===== config.mk =====
export PLATFORM = sky130hd
export DESIGN_NAME = wb_deserializer
export DESIGN_NICKNAME = d
export VERILOG_FILES = /design/src/rtl/wb_deserializer.sv
export SDC_FILE = /design/constraint.sdc
export NUM_CORES = 1
export LEC_CHECK = 0
export ABC_CLOCK_PERIOD_IN_PS = 1690
export BUFFER_PORTS_ARGS = -buffer_cell sky130_fd_sc_hd__buf_2
export CAP_MARGIN = 5
export CORE_UTILIZATION = 35
export DETAILED_ROUTE_END_ITERATION = 8
export PLACE_DENSITY = 0.66
export SYNTH_ARGS = -nofsm -noshare
export SYNTH_HDL_FRONTEND = slang
export SYNTH_SLANG_ARGS = --single-unit

===== constraint.sdc =====
create_clock -name CLK_I -period 1.69 [get_ports CLK_I]
set_clock_uncertainty 0.2 [all_clocks]
set_input_delay 0.169 -clock CLK_I [delete_from_list [all_inputs] [get_ports CLK_I]]
set_output_delay 0.169 -clock CLK_I [all_outputs]
set_load 0.01 [all_outputs]

===== src/rtl/wb_deserializer.sv =====
// wb_deserializer: receive side of the Wishbone serial link.
// Samples data_i on every ena_i=1 cycle and rebuilds 27-bit frames (three
// 9-bit symbols, MSB first). Each complete frame is placed in a holding
// register that a Wishbone master reads. Status flags and an interrupt
// line report the frame state.
//
// Ports:
//   CLK_I, RST_NI        clock, synchronous active-low reset
//   data_i, ena_i        serial bit and its qualifier
//   irq_o                mirrors the status valid flag
//   CYC_I, STB_I, WE_I   Wishbone cycle / strobe / write enable
//   ADR_I, DAT_I         Wishbone address / write data
//   ACK_O, ERR_O, DAT_O  Wishbone acknowledge / error / read data (registered)
//
// Register map:
//   ADR_DATA   read : {5'b0, hold[26:0]}, clears valid; write acked, ignored
//   ADR_STATUS read : {29'b0, frame_err, overrun, valid}; write: W1C [2:0]
//   other addresses : ERR_O, DAT_O=0, no side effects
module wb_deserializer #(
  parameter int unsigned GAP_MAX    = 16,
  parameter logic [31:0] ADR_DATA   = 32'h0000_0000,
  parameter logic [31:0] ADR_STATUS = 32'h0000_0004
) (
  input  logic        CLK_I,
  input  logic        RST_NI,
  input  logic        data_i,
  input  logic        ena_i,
  output logic        irq_o,
  input  logic        CYC_I,
  input  logic        STB_I,
  input  logic        WE_I,
  input  logic [31:0] ADR_I,
  input  logic [31:0] DAT_I,
  output logic        ACK_O,
  output logic        ERR_O,
  output logic [31:0] DAT_O
);

  localparam int unsigned FRAME_W = 27;
  localparam int unsigned BUS_W   = 32;
  localparam int unsigned BCNT_W  = 5;
  localparam int unsigned GAP_W   = $clog2(GAP_MAX + 1);

  localparam logic [BCNT_W-1:0] LAST_BIT = BCNT_W'(FRAME_W - 1);
  localparam logic [GAP_W-1:0]  GAP_LIM  = GAP_W'(GAP_MAX);

  typedef enum logic {
    ST_IDLE  = 1'b0,
    ST_SHIFT = 1'b1
  } state_e;

  // Receive path state
  state_e               state_q, state_d;
  logic [FRAME_W-1:0]   shift_q, shift_d;
  logic [BCNT_W-1:0]    bcnt_q,  bcnt_d;
  logic [GAP_W-1:0]     gap_q,   gap_d;
  logic [FRAME_W-1:0]   hold_q,  hold_d;

  // Status flags
  logic                 valid_q, valid_d;
  logic                 ovr_q,   ovr_d;
  logic                 ferr_q,  ferr_d;

  // Wishbone response registers
  logic                 ack_q,   ack_d;
  logic                 err_q,   err_d;
  logic [BUS_W-1:0]     dat_q,   dat_d;

  // Combinational events
  logic                 frame_done;
  logic                 gap_err;
  logic [GAP_W-1:0]     gap_inc;
  logic [FRAME_W-1:0]   frame_word;

  logic                 wb_req;
  logic                 hit_data;
  logic                 hit_stat;
  logic                 can_respond;
  logic                 rd_data;
  logic                 w1c;
  logic                 clr_valid;
  logic                 clr_ovr;
  logic                 clr_ferr;

  // Only the three flag bits of a write are meaningful
  logic                 unused_dat;
  assign unused_dat = ^DAT_I[BUS_W-1:3];

  assign gap_inc    = gap_q + GAP_W'(1);
  assign frame_word = {shift_q[FRAME_W-2:0], data_i};

  // Receive FSM: next state, shift register and counters
  always_comb begin
    state_d    = state_q;
    shift_d    = shift_q;
    bcnt_d     = bcnt_q;
    gap_d      = gap_q;
    frame_done = 1'b0;
    gap_err    = 1'b0;

    unique case (state_q)
      ST_IDLE: begin
        if (ena_i) begin
          shift_d = {{(FRAME_W-1){1'b0}}, data_i};
          bcnt_d  = BCNT_W'(1);
          gap_d   = '0;
          state_d = ST_SHIFT;
        end
      end

      ST_SHIFT: begin
        if (ena_i) begin
          shift_d = frame_word;
          gap_d   = '0;
          if (bcnt_q == LAST_BIT) begin
            // 27th bit: frame complete
            frame_done = 1'b1;
            bcnt_d     = '0;
            state_d    = ST_IDLE;
          end else begin
            bcnt_d = bcnt_q + BCNT_W'(1);
          end
        end else begin
          gap_d = gap_inc;
          if (gap_inc == GAP_LIM) begin
            // Idle too long inside a frame: drop the partial frame
            gap_err = 1'b1;
            gap_d   = '0;
            bcnt_d  = '0;
            shift_d = '0;
            state_d = ST_IDLE;
          end
        end
      end

      default: begin
        state_d = ST_IDLE;
      end
    endcase
  end

  // Wishbone decode: one response per request, never on consecutive cycles
  always_comb begin
    wb_req      = CYC_I & STB_I;
    hit_data    = (ADR_I == ADR_DATA);
    hit_stat    = (ADR_I == ADR_STATUS);
    can_respond = wb_req & ~ack_q & ~err_q;

    ack_d = can_respond & (hit_data | hit_stat);
    err_d = can_respond & ~(hit_data | hit_stat);

    rd_data   = ack_d & hit_data & ~WE_I;
    w1c       = ack_d & hit_stat & WE_I;
    clr_valid = rd_data | (w1c & DAT_I[0]);
    clr_ovr   = w1c & DAT_I[1];
    clr_ferr  = w1c & DAT_I[2];

    dat_d = '0;
    if (ack_d && !WE_I) begin
      if (hit_data) begin
        dat_d = {{(BUS_W-FRAME_W){1'b0}}, hold_q};
      end else begin
        dat_d = {29'b0, ferr_q, ovr_q, valid_q};
      end
    end
  end

  // Holding register and status flags; set events beat clears
  always_comb begin
    hold_d  = hold_q;
    valid_d = valid_q & ~clr_valid;
    ovr_d   = ovr_q & ~clr_ovr;
    ferr_d  = ferr_q & ~clr_ferr;

    if (frame_done) begin
      hold_d  = frame_word;
      valid_d = 1'b1;
      // Overrun only if the previous frame is still unread after this edge
      if (valid_q && !clr_valid) begin
        ovr_d = 1'b1;
      end
    end

    if (gap_err) begin
      ferr_d = 1'b1;
    end
  end

  // State registers
  always_ff @(posedge CLK_I) begin
    if (!RST_NI) begin
      state_q <= ST_IDLE;
      shift_q <= '0;
      bcnt_q  <= '0;
      gap_q   <= '0;
      hold_q  <= '0;
      valid_q <= 1'b0;
      ovr_q   <= 1'b0;
      ferr_q  <= 1'b0;
      ack_q   <= 1'b0;
      err_q   <= 1'b0;
      dat_q   <= '0;
    end else begin
      state_q <= state_d;
      shift_q <= shift_d;
      bcnt_q  <= bcnt_d;
      gap_q   <= gap_d;
      hold_q  <= hold_d;
      valid_q <= valid_d;
      ovr_q   <= ovr_d;
      ferr_q  <= ferr_d;
      ack_q   <= ack_d;
      err_q   <= err_d;
      dat_q   <= dat_d;
    end
  end

  assign irq_o = valid_q;
  assign ACK_O = ack_q;
  assign ERR_O = err_q;
  assign DAT_O = dat_q;

endmodule


## Word-level counts from Yosys, hierarchy flattened

Cells that the tools add are included.

- Output and inout bits: 35
- Word-level logic and storage cells: 81
- Input port bits: 71
- Bits in registers: 101

- Reductions and logical operators: 8
- Equal/unequal tests: 5
- Add/sub/neg operators: 2
- Bitwise operators: 25
- Multiplexer cells: 29

Operator list:

| operator | number |
|---|---|
| $mux W26 | 3 |
| $pmux W26 S2 | 1 |
| $mux W5 | 7 |
| $eq A32 B3 Y1 const B | 1 |
| $logic_not A32 Y1 | 1 |
| $pmux W5 S2 | 2 |
| $and A1 B1 Y1 | 15 |
| $mux W1 | 14 |
| $add A5 B1 Y5 const B | 2 |
| $eq A5 B5 Y1 const B | 2 |
| $not A1 Y1 | 8 |
| $reduce_and A2 Y1 | 2 |
| $mux W3 | 1 |
| $ne A3 B2 Y1 const B | 1 |
| $reduce_and A3 Y1 | 1 |
| $logic_and A1 B1 Y1 | 2 |
| $logic_not A1 Y1 | 2 |
| $ne A2 B2 Y1 const B | 1 |
| $or A1 B1 Y1 | 2 |
| $pmux W1 S2 | 1 |

## Longest topological paths before layout

Gate-level depths: netlist of run 1.

- Depth in word-level cells: 12
- Depth in mapped cells: 7
- Depth with buffers taken out: 6

## Worst setup path before layout of run 1

OpenSTA, ideal clock, no wires.

- Path kind: register to register
- Start point: reg gap_q[0]
- End point: reg bcnt_q[1]
- Cell stages (with the launch flop): 7
- Arrival time: 1,356 ps
- Path buffers: 1
- Path slack: -4 ps
- Clock period less this slack: 1,694 ps
- Library setup time: 138 ps
- Required time: 1,352 ps
- Path through: dfxtp_1 -> ha_1 -> and3_1 -> clkbuf_1 -> o22ai_1 -> a31oi_1 -> a221oi_1

- Word-level cells in the longest chain between the ends: 4

Ends and longest elaborated chain:

| element | RTL line | RTL |
|---|---|---|
| start, declared | 56 | `logic [GAP_W-1:0] gap_q, gap_d;` |
| start signal, assigned | 207 | `gap_q <= gap_d;` |
| $add A5 B1 Y5 | 89 | `assign gap_inc = gap_q + GAP_W'(1);` |
| $eq A5 B5 Y1 | 125 | `if (gap_inc == GAP_LIM) begin` |
| $ne A3 B2 Y1 (no source line) | -- |  |
| $reduce_and A2 Y1 (no source line) | -- |  |
| end signal, assigned | 206 | `bcnt_q <= bcnt_d;` |
| end, declared | 55 | `logic [BCNT_W-1:0] bcnt_q, bcnt_d;` |

No other way between the ends.
A chain may end at the register's enable or synchronous reset.

## Worst setup path after layout of run 1

- Start point: reg bcnt_q[0]
- End point: reg hold_q[26]

- Word-level cells in the longest chain between the ends: 4

Ends and longest elaborated chain:

| element | RTL line | RTL |
|---|---|---|
| $eq A5 B5 Y1 | 115 | `if (bcnt_q == LAST_BIT) begin` |
| $mux W1 | 115 |  |
| $mux W1 | 112 | `if (ena_i) begin` |
| $mux W1 | 101 | `unique case (state_q)` |
| end signal, assigned | 208 | `hold_q <= hold_d;` |
| end, declared | 57 | `logic [FRAME_W-1:0] hold_q, hold_d;` |

No other way between the ends.

==> results by group, run 1 <==
CTS
  – Worst-path clk slew: around 0.090 ns
  – Num Clock Sinks: 96
  – CTS tree: done
  – Worst-skew pair later-pin latency: ~0.36 ns
  – H-tree levels: 3
  – Num CTS Buffers: 9
  – Clock root cell: clkbuf_8
  – Clk buf depth: 2

Setup path
  – Worst Path Arrival: 1.72 ns
  – Crit path max fanout: 6
  – Startpoint type of the worst setup path: register
  – Crit path capture type: register
  – R2r setup slk: roughly 0.029 ns
  – WP data required: approximately 1.8 ns
  – Critical path class: register to register
  – Worst Reg-to-Reg Cells: 8

Logic synthesis
  – Cell variety after synth: 40
  – Cell count after synthesis: around 430
  – Share of the synthesized area in the top cell type: slightly above 50%
  – FF+latch count, synth: 96
  – Synthesized area per cell: 8.69 µm²
  – Synth top area cells: dfxtp_1 (52%), nand2_1 (9.1%), a21oi_1 (7.8%)
  – Register area share after synthesis: between 50% and 60%
  – Synth async-reset ratio: 0%
  – Ys Warns: 0
  – Most common cell in the synthesized netlist: dfxtp_1
  – Largest area contributor in the netlist: dfxtp_1
  – Top FF cell, synth: dfxtp_1
  – Post-synth EDFFs: 0
  – Commonest cells post-synth: dfxtp_1 (96), nand2_1 (90), a21oi_1 (58)
  – Syn Std Cell Area: roughly 0.0037 mm²

Global route
  – Vias in the first global route: about 3.0k
  – Largest net degree at the start of global routing: 29
  – First-pass GRT wire length: approximately 13000 µm
  – Initial antenna violation count: 0
  – Total track usage: roughly 15%
  – GR Overflow Total: 0

STA
  – WHS: 0.0170 ns
  – Fin worst setup slack: between 0.02 and 0.03 ns
  – Final hold viol count: 0
  – Minimum clock period: approximately 1.7 ns
  – Fmax: ~600 MHz
  – Setup Viol. Count Final: 0
  – RSZ-0062 raised after global routing: true
  – Pins Over Slew Limit: 0
  – Tcrit/Tclk final: between 90% and 100%

Routing
  – Drt first-iter violations: 138
  – DRT antenna net count: 0
  – WL/cell: approximately 12 µm
  – Drt pass-1 iters: 4
  – DRC viols: 0
  – Vias per cell: 4.95
  – Vias: between 3k and 4k
  – WL final: 8070 µm

Run
  – Max Cap Violations: 0

Floorplan
  – Die extent in x: between 100 and 150 µm
  – Die Area: approximately 0.011 mm²
  – Initial core utilization: a little over a third
  – Core area: 0.0103 mm²
  – Row count: 37
  – Chip height: around 100 µm
  – Ports: ~110

Placed design
  – Post-DP HPWL: roughly 5300 µm
  – Port buffer count: 71
  – Pre-CTS setup slack: -0.127 ns
  – Gp weighted congestion: roughly 0.76

Power and ir drop
  – Power density over cell area: ~840 mW/mm²
  – Leak pwr: about 1.8 nW
  – Worst vdd ir: 0.362 mV

Status
  – Status: finished clean

Layout
  – # diodes: 0
  – End-of-flow core utilization: between 40 and 50%
  – Layout cells sized above 1: 27.1%
  – Nets: 589
  – Layout area overhead: 28.3%

Min path
  – Hold depth: 5
  – Class of the worst hold path: primary input to register
==> worst max-delay path: stages, from the launching register on <==
cell and delay [ns]:
dfxtp_2 0.34, inv_2 0.04, ha_4 0.14, and4b_2 0.25, and2_4 0.19, buf_12 0.14, buf_6 0.12, nand2_1 0.07
a21oi_1 0.06
==> timing repair <==
action / in CTS / in global routing
hold buffers: 7 / 0
endpoints found under the setup margin: 32 / 56
hold endpoints to repair: 8 / 0
gates cloned: 0 / 2
setup buffers: 0 / 2
pin swaps: 0 / 4
gates resized for setup: 7 / 25
==> final timing paths <==
kind	endpoint	from
min	ovr_q$_SDFF_PN0_	DAT_I[1]
min reg2reg	hold_q[11]$_SDFFE_PN0P_	hold_q[11]$_SDFFE_PN0P_
max reg2reg	hold_q[26]$_SDFFE_PN0P_	bcnt_q[0]$_SDFFE_PN0P_
max	hold_q[26]$_SDFFE_PN0P_	bcnt_q[0]$_SDFFE_PN0P_
==> flip-flops by register name (all words and copies together) (netlist names) <==
signal,flops
state_q,1
bcnt_q,5
DAT_O,27
hold_q,27
gap_q,5
ERR_O,1
ferr_q,1
ACK_O,1
ovr_q,1
irq_o,1
shift_q,26
==> logic make-up (layout without fill, tap and decap cells) <==
kind of cell / count (synthesis) / count (layout) / share of synthesized area [%]
flops: 96 / 96 / 51.9
compound gates: 110 / 111 / 17.7
fa+ha+maj: 3 / 3 / 1.01
simple gates: 168 / 168 / 22.1
xor+xnor: 3 / 3 / 0.710
buf+inv: 41 / 130 / 5.44
mux: 4 / 4 / 1.08
other cells: 1 / 5 / 0.101
==> final cells by class <==
| cell class | count | area (µm²) |
|---|---|---|
| Multi-Input combinational cell | 294 | 1690 |
| Clock inverter | 7 | 58.8 |
| Inverter | 7 | 26.3 |
| Sequential cell | 96 | 1930 |
| Tap cell | 136 | 170 |
| Timing Repair Buffer | 107 | 749 |
| Clock buffer | 9 | 124 |
| Fill cell | 1000 | 5530 |
==> metal layers <==
metal	track usage [%]	vias up	share of wire (%)
met5	0	-	0
met3	3.62	13	3.6
met2	25.4	53	49
met1	17.6	1531	45
met4	6.44	0	1.6
li1	-	1652	-
==> through the flow <==
step | setup TNS, ns | cells | total power [W] | cell area, µm²
after global routing | -0.168 | 656 | 0.00415 | 4750
after detailed placement | -3.53 | 629 | 0.00260 | 4330
after floorplan | 0 | 430 | 0.00249 | 3720
final | 0 | 656 | 0.00397 | 4750
after CTS | 0 | 652 | 0.00400 | 4610
after global placement | -1.94 | 629 | 0.00259 | 4330
==> layout by cell type (no fill, tap or decap), types with 3 or more instances in the layout <==
cell type and count:
buf_6 3, dfxtp_2 5, dfxtp_1 91, o21ai_0 6
inv_1 4, inv_6 3, nand2_1 90, mux2i_1 4
nor4_1 10, nand3_1 6, buf_12 6, a211oi_1 3
a21oi_1 53, o211ai_1 27, conb_1 5, and2_1 25
buf_2 71, nor2_1 12, nand4_1 5, a31oi_1 8
dlygate4sd3_1 6, clkbuf_8 9, a21oi_2 6, nand4b_1 3
buf_4 19
==> where the power goes <==
group	switching [W]	internal, W
clock	0.000835	0.000561
sequential	0.0000227	0.00228
combinational	0.000142	0.000129
No activity file was read; power rests on OpenSTA's default activity.
==> run 2: changes to the inputs <==
--- a/config.mk
+++ b/config.mk
@@ -5,12 +5,12 @@
 export SDC_FILE = /design/constraint.sdc
 export NUM_CORES = 1
 export LEC_CHECK = 0
-export ABC_CLOCK_PERIOD_IN_PS = 1690
+export ABC_CLOCK_PERIOD_IN_PS = 1700
 export BUFFER_PORTS_ARGS = -buffer_cell sky130_fd_sc_hd__buf_2
 export CAP_MARGIN = 5
 export CORE_UTILIZATION = 35
 export DETAILED_ROUTE_END_ITERATION = 8
-export PLACE_DENSITY = 0.66
+export PLACE_DENSITY = 0.64
 export SYNTH_ARGS = -nofsm -noshare
 export SYNTH_HDL_FRONTEND = slang
 export SYNTH_SLANG_ARGS = --single-unit
==> constraint.sdc (replaced) <==
create_clock -name CLK_I -period 1.7 [get_ports CLK_I]
set_clock_uncertainty 0.2 [all_clocks]
set_input_delay 0.17 -clock CLK_I [delete_from_list [all_inputs] [get_ports CLK_I]]
set_output_delay 0.17 -clock CLK_I [all_outputs]
set_load 0.01 [all_outputs]
==> results by group, run 2 (synthesis results as in run 1) <==
Layout
  – Cell Count, Final, Fillers Out: 653 (was 656)
  – Commonest non-fill, non-tap cell in the layout: dfxtp_1 (unchanged)
  – Design Area, Final: 0.00464 mm² (was 0.00475 mm²)
  – Highest-count cells in the layout ignoring fill and taps: dfxtp_1 (93), nand2_1 (90), buf_2 (70), a21oi_1 (57), o211ai_1 (27) (was dfxtp_1 (91), nand2_1 (90), buf_2 (71), a21oi_1 (53), o211ai_1 (27))
  – End-of-flow core utilization: 45.2% (was 46.2%)
  – Layout area overhead: 25.3% (was 28.3%)
  – Layout cells sized above 1: 25.3% (was 27.1%)
  – Nets: 586 (was 589)
  – # diodes: 0 (unchanged)

Setup path
  – Slowest-stage cell, CP: dfxtp_2 (unchanged)
  – Critical path class: register to register (unchanged)
  – Crit-path cells: inv_1 > ha_1 > and4b_2 > and2_4 > buf_4 > a21oi_1 > o31ai_1 (was inv_2 > ha_4 > and4b_2 > and2_4 > buf_12 > buf_6 > nand2_1 > a21oi_1)
  – Crit path buf inv count: 2 (was 3)
  – R2R Path End: ovr_q$_SDFF_PN0_ (was hold_q[26]$_SDFFE_PN0P_)
  – Crit path max fanout: 5 (was 6)
  – CP top delay family: simple AND/OR/NAND/NOR gates (unchanged)
  – Worst r2r src: bcnt_q[0]$_SDFFE_PN0P_ (unchanged)
  – Crit path capture type: register (unchanged)
  – WP data required: 1.75 ns (about the same)
  – Worst Reg-to-Reg Cells: 7 (was 8)
  – Worst stage delay on the critical path: 0.35 ns (was 0.34 ns)
  – Worst Path Arrival: 1.74 ns (was 1.72 ns)
  – Startpoint type of the worst setup path: register (unchanged)
  – R2r setup slk: 0.01 ns (was 0.03 ns)

Routing
  – WL/cell: 11.8 µm (was 12.3 µm)
  – Drt pass-1 iters: 4 (unchanged)
  – DRT antenna net count: 0 (unchanged)
  – Vias: 3156 (was 3249)
  – Vias per cell: 4.83 (was 4.95)
  – DRC viols: 0 (unchanged)
  – Drt first-iter violations: 193 (was 138)
  – WL final: 7690 µm (was 8070 µm)

Power and ir drop
  – Tot Pwr: 0.00400 W (was 0.00397 W)
  – Leak pwr: 1.79 nW (was 1.80 nW)
  – Power density over cell area: 862 mW/mm² (was 836 mW/mm²)
  – Worst vdd ir: 0.407 mV (was 0.362 mV)

Run
  – Max Cap Violations: 0 (unchanged)

CTS
  – H-tree levels: 3 (unchanged)
  – Clock root cell: clkbuf_8 (unchanged)
  – Worst-path clk slew: 0.10 ns (was 0.09 ns)
  – Worst-skew pair later-pin latency: 0.37 ns (was 0.36 ns)
  – Num CTS Buffers: 9 (unchanged)
  – Num Clock Sinks: 96 (unchanged)
  – CTS tree: done (unchanged)
  – Clk buf depth: 2 (unchanged)

Min path
  – Class of the worst hold path: primary input to register (unchanged)
  – Hold Path Sink: DAT_O[1]$_SDFF_PN0_ (was ovr_q$_SDFF_PN0_)
  – Hold depth: 3 (was 5)
  – Hold Crit Start: ADR_I[2] (was DAT_I[1])

STA
  – RSZ-0062 raised after global routing: true (unchanged)
  – Setup Viol. Count Final: 0 (unchanged)
  – Tcrit/Tclk final: 99.2% (was 98.3%)
  – Final hold viol count: 0 (unchanged)
  – Minimum clock period: 1.69 ns (was 1.66 ns)
  – Pins Over Slew Limit: 0 (unchanged)
  – Fmax: 593 MHz (was 602 MHz)

Global route
  – Largest net degree at the start of global routing: 33 (was 29)
  – First-pass GRT wire length: 13200 µm (was 13400 µm)
  – Vias in the first global route: 2905 (was 2977)
  – GR Overflow Total: 0 (unchanged)
  – Total track usage: 14.7% (was 14.8%)
  – Initial antenna violation count: 0 (unchanged)

Placed design
  – Post-DP HPWL: 5370 µm (was 5280 µm)
  – DP Cell Count: 630 (was 629)
  – Placed Area: 0.00431 mm² (was 0.00433 mm²)
  – Gp weighted congestion: 0.736 (was 0.758)
  – Port buffer count: 71 (unchanged)

Floorplan
  – Core area: 0.0103 mm² (unchanged)
  – Chip height: 105 µm (unchanged)
  – Die Area: 0.0110 mm² (unchanged)
  – Row count: 37 (unchanged)
  – Initial core utilization: 36.0% (unchanged)
  – Die extent in x: 105 µm (unchanged)
  – Ports: 106 (unchanged)

Status
  – Status: finished clean (unchanged)
[run 2: changes by cell type in the layout (fill, tap and decap cells not counted), moves of 3 or more]
cell	before	now
buf_4	19	22
dfxtp_2	5	1
a21oi_2	6	1
a21oi_1	53	57
buf_12	6	3
[run 2: routing by layer]
metal	GRT usage, %	vias to the layer above	part of all wire [%]	wire length [µm]
met5	0	-	0	0
met4	6.64	0	1.7	133
met3	3.43	12	3.8	294
met2	23.7	63	46	3550
met1	18.8	1434	48	3710
li1	-	1647	-	-
[run 2: worst max-delay path by stage]
stage	start	endpoint	cells after the start
2_1_floorplan	gap_q[0]$_SDFFE_PN0P_	bcnt_q[1]$_SDFFE_PN0P_	6
3_3_place_gp	gap_q[0]$_SDFFE_PN0P_	bcnt_q[4]$_SDFFE_PN0P_	5
3_5_place_dp	gap_q[0]$_SDFFE_PN0P_	bcnt_q[3]$_SDFFE_PN0P_	5
4_1_cts	bcnt_q[0]$_SDFFE_PN0P_	ovr_q$_SDFF_PN0_	7
5_1_grt	bcnt_q[0]$_SDFFE_PN0P_	hold_q[13]$_SDFFE_PN0P_	7
6_report	bcnt_q[0]$_SDFFE_PN0P_	ovr_q$_SDFF_PN0_	7
[run 2: power by group]
| part | total, W | switching (W) | internal [W] | leakage, nW |
|---|---|---|---|---|
| clock | 0.00146 | 0.000849 | 0.000608 | 0.101 |
| sequential | 0.00228 | 0.0000176 | 0.00227 | 0.776 |
| combinational | 0.000257 | 0.000138 | 0.000119 | 0.908 |
| total | 0.00400 | 0.00100 | 0.00299 | 1.79 |
[run 2: layout make-up]
| cell class | instances | area [µm²] |
|---|---|---|
| Inverter | 7 | 26.3 |
| Fill cell | 1056 | 5640 |
| Clock inverter | 6 | 57.6 |
| Timing Repair Buffer | 105 | 677 |
| Tap cell | 136 | 170 |
| Multi-Input combinational cell | 293 | 1640 |
| Clock buffer | 10 | 138 |
| Sequential cell | 96 | 1930 |
[run 2: worst reg2reg max path, stage by stage, from the launching register on]
cell and delay [ns]:
dfxtp_2 0.35, inv_1 0.04, ha_1 0.18, and4b_2 0.27
and2_4 0.18, buf_4 0.14, a21oi_1 0.14, o31ai_1 0.08
[run 2: through the flow]
stage          hold WS [ns]  TNS, ns  setup WS (ns)
4_1_cts              0.0128        0         0.0141
2_1_floorplan         0.106        0        0.00605
3_5_place_dp          0.242    -1.90        -0.0711
3_3_place_gp          0.240   -0.788        -0.0426
6_report             0.0171        0         0.0134
5_1_grt              0.0126    -1.06        -0.0675
[run 2: timing repair]
action,4_1_cts,5_1_grt
cloned,0,0
endpoints found under the setup margin,56,61
buffers inserted,1,0
gates resized for setup,9,12
hold buffers,5,1
hold endpoints to repair,4,3
==> run 3: changes to the inputs <==
--- a/config.mk
+++ b/config.mk
@@ -8,9 +8,10 @@
 export ABC_CLOCK_PERIOD_IN_PS = 1700
 export BUFFER_PORTS_ARGS = -buffer_cell sky130_fd_sc_hd__buf_2
 export CAP_MARGIN = 5
-export CORE_UTILIZATION = 35
+export CORE_UTILIZATION = 40
 export DETAILED_ROUTE_END_ITERATION = 8
-export PLACE_DENSITY = 0.64
+export PLACE_DENSITY = 0.7
+export SETUP_SLACK_MARGIN = 0.05
 export SYNTH_ARGS = -nofsm -noshare
 export SYNTH_HDL_FRONTEND = slang
 export SYNTH_SLANG_ARGS = --single-unit
==> results by group, run 3 (synthesis results as in run 1) <==
CTS
  – CTS tree: done (unchanged)
  – Num CTS Buffers: 9 (unchanged)
  – Worst-skew pair later-pin latency: 0.36 ns (was 0.37 ns)
  – Clock root cell: clkbuf_8 (unchanged)
  – H-tree levels: 3 (unchanged)
  – Clk buf depth: 2 (unchanged)
  – Worst-path clk slew: 0.10 ns (about the same)
  – Num Clock Sinks: 96 (unchanged)

Floorplan
  – Die Area: 0.00965 mm² (was 0.0110 mm²)
  – Row count: 34 (was 37)
  – Ports: 106 (unchanged)
  – Core area: 0.00885 mm² (was 0.0103 mm²)
  – Initial core utilization: 41.9% (was 36.0%)
  – Chip height: 98.2 µm (was 105 µm)
  – Die extent in x: 98.2 µm (was 105 µm)

STA
  – RSZ-0062 raised after global routing: true (unchanged)
  – Tcrit/Tclk final: 97.9% (was 99.2%)
  – Minimum clock period: 1.66 ns (was 1.69 ns)
  – Fin worst setup slack: 0.0351 ns (was 0.0134 ns)
  – Final hold viol count: 0 (unchanged)
  – Pins Over Slew Limit: 0 (unchanged)
  – Fmax: 601 MHz (was 593 MHz)
  – Setup Viol. Count Final: 0 (unchanged)

Power and ir drop
  – Leak pwr: 1.87 nW (was 1.79 nW)
  – Net Switching: 0.00101 W (was 0.00100 W)
  – Power density over cell area: 832 mW/mm² (was 862 mW/mm²)
  – Comb power frac: 7.0% (was 6.4%)
  – Fraction of power consumed by the clock network: 36.2% (was 36.4%)
  – Power Internal: 0.00301 W (was 0.00299 W)
  – Flop pwr share: 56.8% (was 57.1%)
  – Worst vdd ir: 0.406 mV (was 0.407 mV)
  – Switch share: 25.2% (was 25.1%)

Placed design
  – Post-DP HPWL: 5200 µm (was 5370 µm)
  – Gp weighted congestion: 0.801 (was 0.736)
  – Pre-CTS setup slack: -0.0909 ns (was -0.0711 ns)
  – Port buffer count: 71 (unchanged)

Global route
  – Met1 Use GR: 21.7% (was 18.8%)
  – Met2 GRT Util: 28.8% (was 23.7%)
  – Largest net degree at the start of global routing: 57 (was 33)
  – Met3 Usage GRT: 4.08% (was 3.43%)
  – Total track usage: 17.1% (was 14.7%)
  – GRT Max-Usage Layer: met2 (unchanged)
  – First-pass GRT wire length: 13400 µm (was 13200 µm)
  – Initial antenna violation count: 0 (unchanged)
  – GR Overflow Total: 0 (unchanged)
  – Vias in the first global route: 2849 (was 2905)

Min path
  – Class of the worst hold path: primary input to register (unchanged)
  – Hold Path Sink: DAT_O[0]$_SDFF_PN0_ (was DAT_O[1]$_SDFF_PN0_)
  – Hold Crit Start: ADR_I[2] (unchanged)
  – Hold depth: 3 (unchanged)

Setup path
  – Worst Setup SP: WE_I (was bcnt_q[0]$_SDFFE_PN0P_)
  – Crit path max fanout: 12 (was 5)
  – R2r setup slk: 0.04 ns (was 0.01 ns)
  – Worst Reg-to-Reg Cells: 6 (was 7)
  – Crit path capture type: register (unchanged)
  – Worst r2r src: gap_q[0]$_SDFFE_PN0P_ (was bcnt_q[0]$_SDFFE_PN0P_)
  – Worst Path Arrival: 1.77 ns (was 1.74 ns)
  – WP data required: 1.80 ns (was 1.75 ns)
  – R2R Path End: shift_q[23]$_SDFFE_PN0P_ (was ovr_q$_SDFF_PN0_)
  – Critical path class: primary input to register (was register to register)
  – Startpoint type of the worst setup path: primary input (was register)

Layout
  – Highest-count cells in the layout ignoring fill and taps: dfxtp_1 (92), nand2_1 (88), buf_2 (69), a21oi_1 (52), o211ai_1 (27) (was dfxtp_1 (93), nand2_1 (90), buf_2 (70), a21oi_1 (57), o211ai_1 (27))
  – # diodes: 0 (unchanged)
  – End-of-flow core utilization: 54.7% (was 45.2%)
  – Commonest non-fill, non-tap cell in the layout: dfxtp_1 (unchanged)
  – Nets: 596 (was 586)
  – Layout area overhead: 30.6% (was 25.3%)
  – Layout cells sized above 1: 29.4% (was 25.3%)

Routing
  – Drt first-iter violations: 164 (was 193)
  – WL final: 8430 µm (was 7690 µm)
  – DRT antenna net count: 0 (unchanged)
  – Vias: 3237 (was 3156)
  – DRC viols: 0 (unchanged)
  – Vias per cell: 5.10 (was 4.83)
  – Drt pass-1 iters: 6 (was 4)
  – WL/cell: 13.3 µm (was 11.8 µm)

Run
  – Max Cap Violations: 0 (unchanged)

Status
  – Status: finished clean (unchanged)
run 3: cell types whose count changed in the layout (fill, tap and decap cells not counted), moves of 2 or more:
cell,before,now
a21oi_2,1,6
nand2_1,90,88
nand2_2,0,2
a211oi_2,0,2
buf_8,0,3
a21oi_1,57,52
buf_6,3,6
a211oi_1,3,1
buf_12,3,6
run 3: critical path, stage by stage:
cell           delay (ns)
dlygate4sd3_1        0.54
buf_2                0.15
nand2b_4             0.16
nor2_2               0.09
nor4b_4              0.22
buf_6                0.17
buf_12               0.13
and2_1               0.13
run 3: layer usage:
metal / vias to the layer above / share of wire [%]
met3: 15 / 2.7
met5: - / 0
met4: 0 / 1.8
li1: 1665 / -
met2: 65 / 49
met1: 1492 / 47
run 3: how the worst max path moves through the flow:
stage                                          end  cells after the start  slack [ns]
after CTS                   bcnt_q[3]$_SDFFE_PN0P_                      5        0.03
after detailed placement  shift_q[16]$_SDFFE_PN0P_                      5       -0.09
after global routing      shift_q[23]$_SDFFE_PN0P_                      6       -0.03
after global placement     hold_q[13]$_SDFFE_PN0P_                      7       -0.06
after floorplan            hold_q[18]$_SDFFE_PN0P_                      7        0.07
final                         DAT_O[14]$_SDFF_PN0_                      8        0.04
run 3: layout make-up:
class | instances | area (µm²)
fillers | 789 | 4010
clock inverters | 6 | 57.6
flip-flops and latches | 96 | 1930
well taps | 108 | 135
repair buffers | 115 | 843
inverters | 7 | 30.0
multi-input cells | 293 | 1700
clock buffers | 10 | 138
run 3: what timing repair did:
| item | in CTS | in global routing |
|---|---|---|
| setup buffers | 2 | 9 |
| resized for setup | 18 | 37 |
| setup endpoints to repair | 60 | 81 |
| pin swaps | 3 | 24 |
| hold endpoints to repair | 10 | 0 |
| hold buffers | 6 | 0 |
| gates cloned | 0 | 1 |
run 3: power groups by stage:
stage / Combinational (W) / Sequential, W / Clock [W]
after floorplan: 0.000137 / 0.00234 / 0
after global placement: 0.000233 / 0.00234 / 0
after detailed placement: 0.000241 / 0.00234 / 0
after CTS: 0.000256 / 0.00229 / 0.00149
after global routing: 0.000310 / 0.00229 / 0.00159
final: 0.000280 / 0.00229 / 0.00146
run 3: metrics by stage:
stage          cells  cell area, µm²  power (W)  setup TNS [ns]  hold slack (ns)
6_report         635            4840    0.00402               0           0.0277
5_1_grt          635            4840    0.00419          -0.135           0.0313
4_1_cts          625            4610    0.00403               0          0.00145
3_5_place_dp     601            4280    0.00258           -3.08            0.241
3_3_place_gp     601            4280    0.00257           -1.08            0.237
2_1_floorplan    430            3720    0.00248               0            0.106
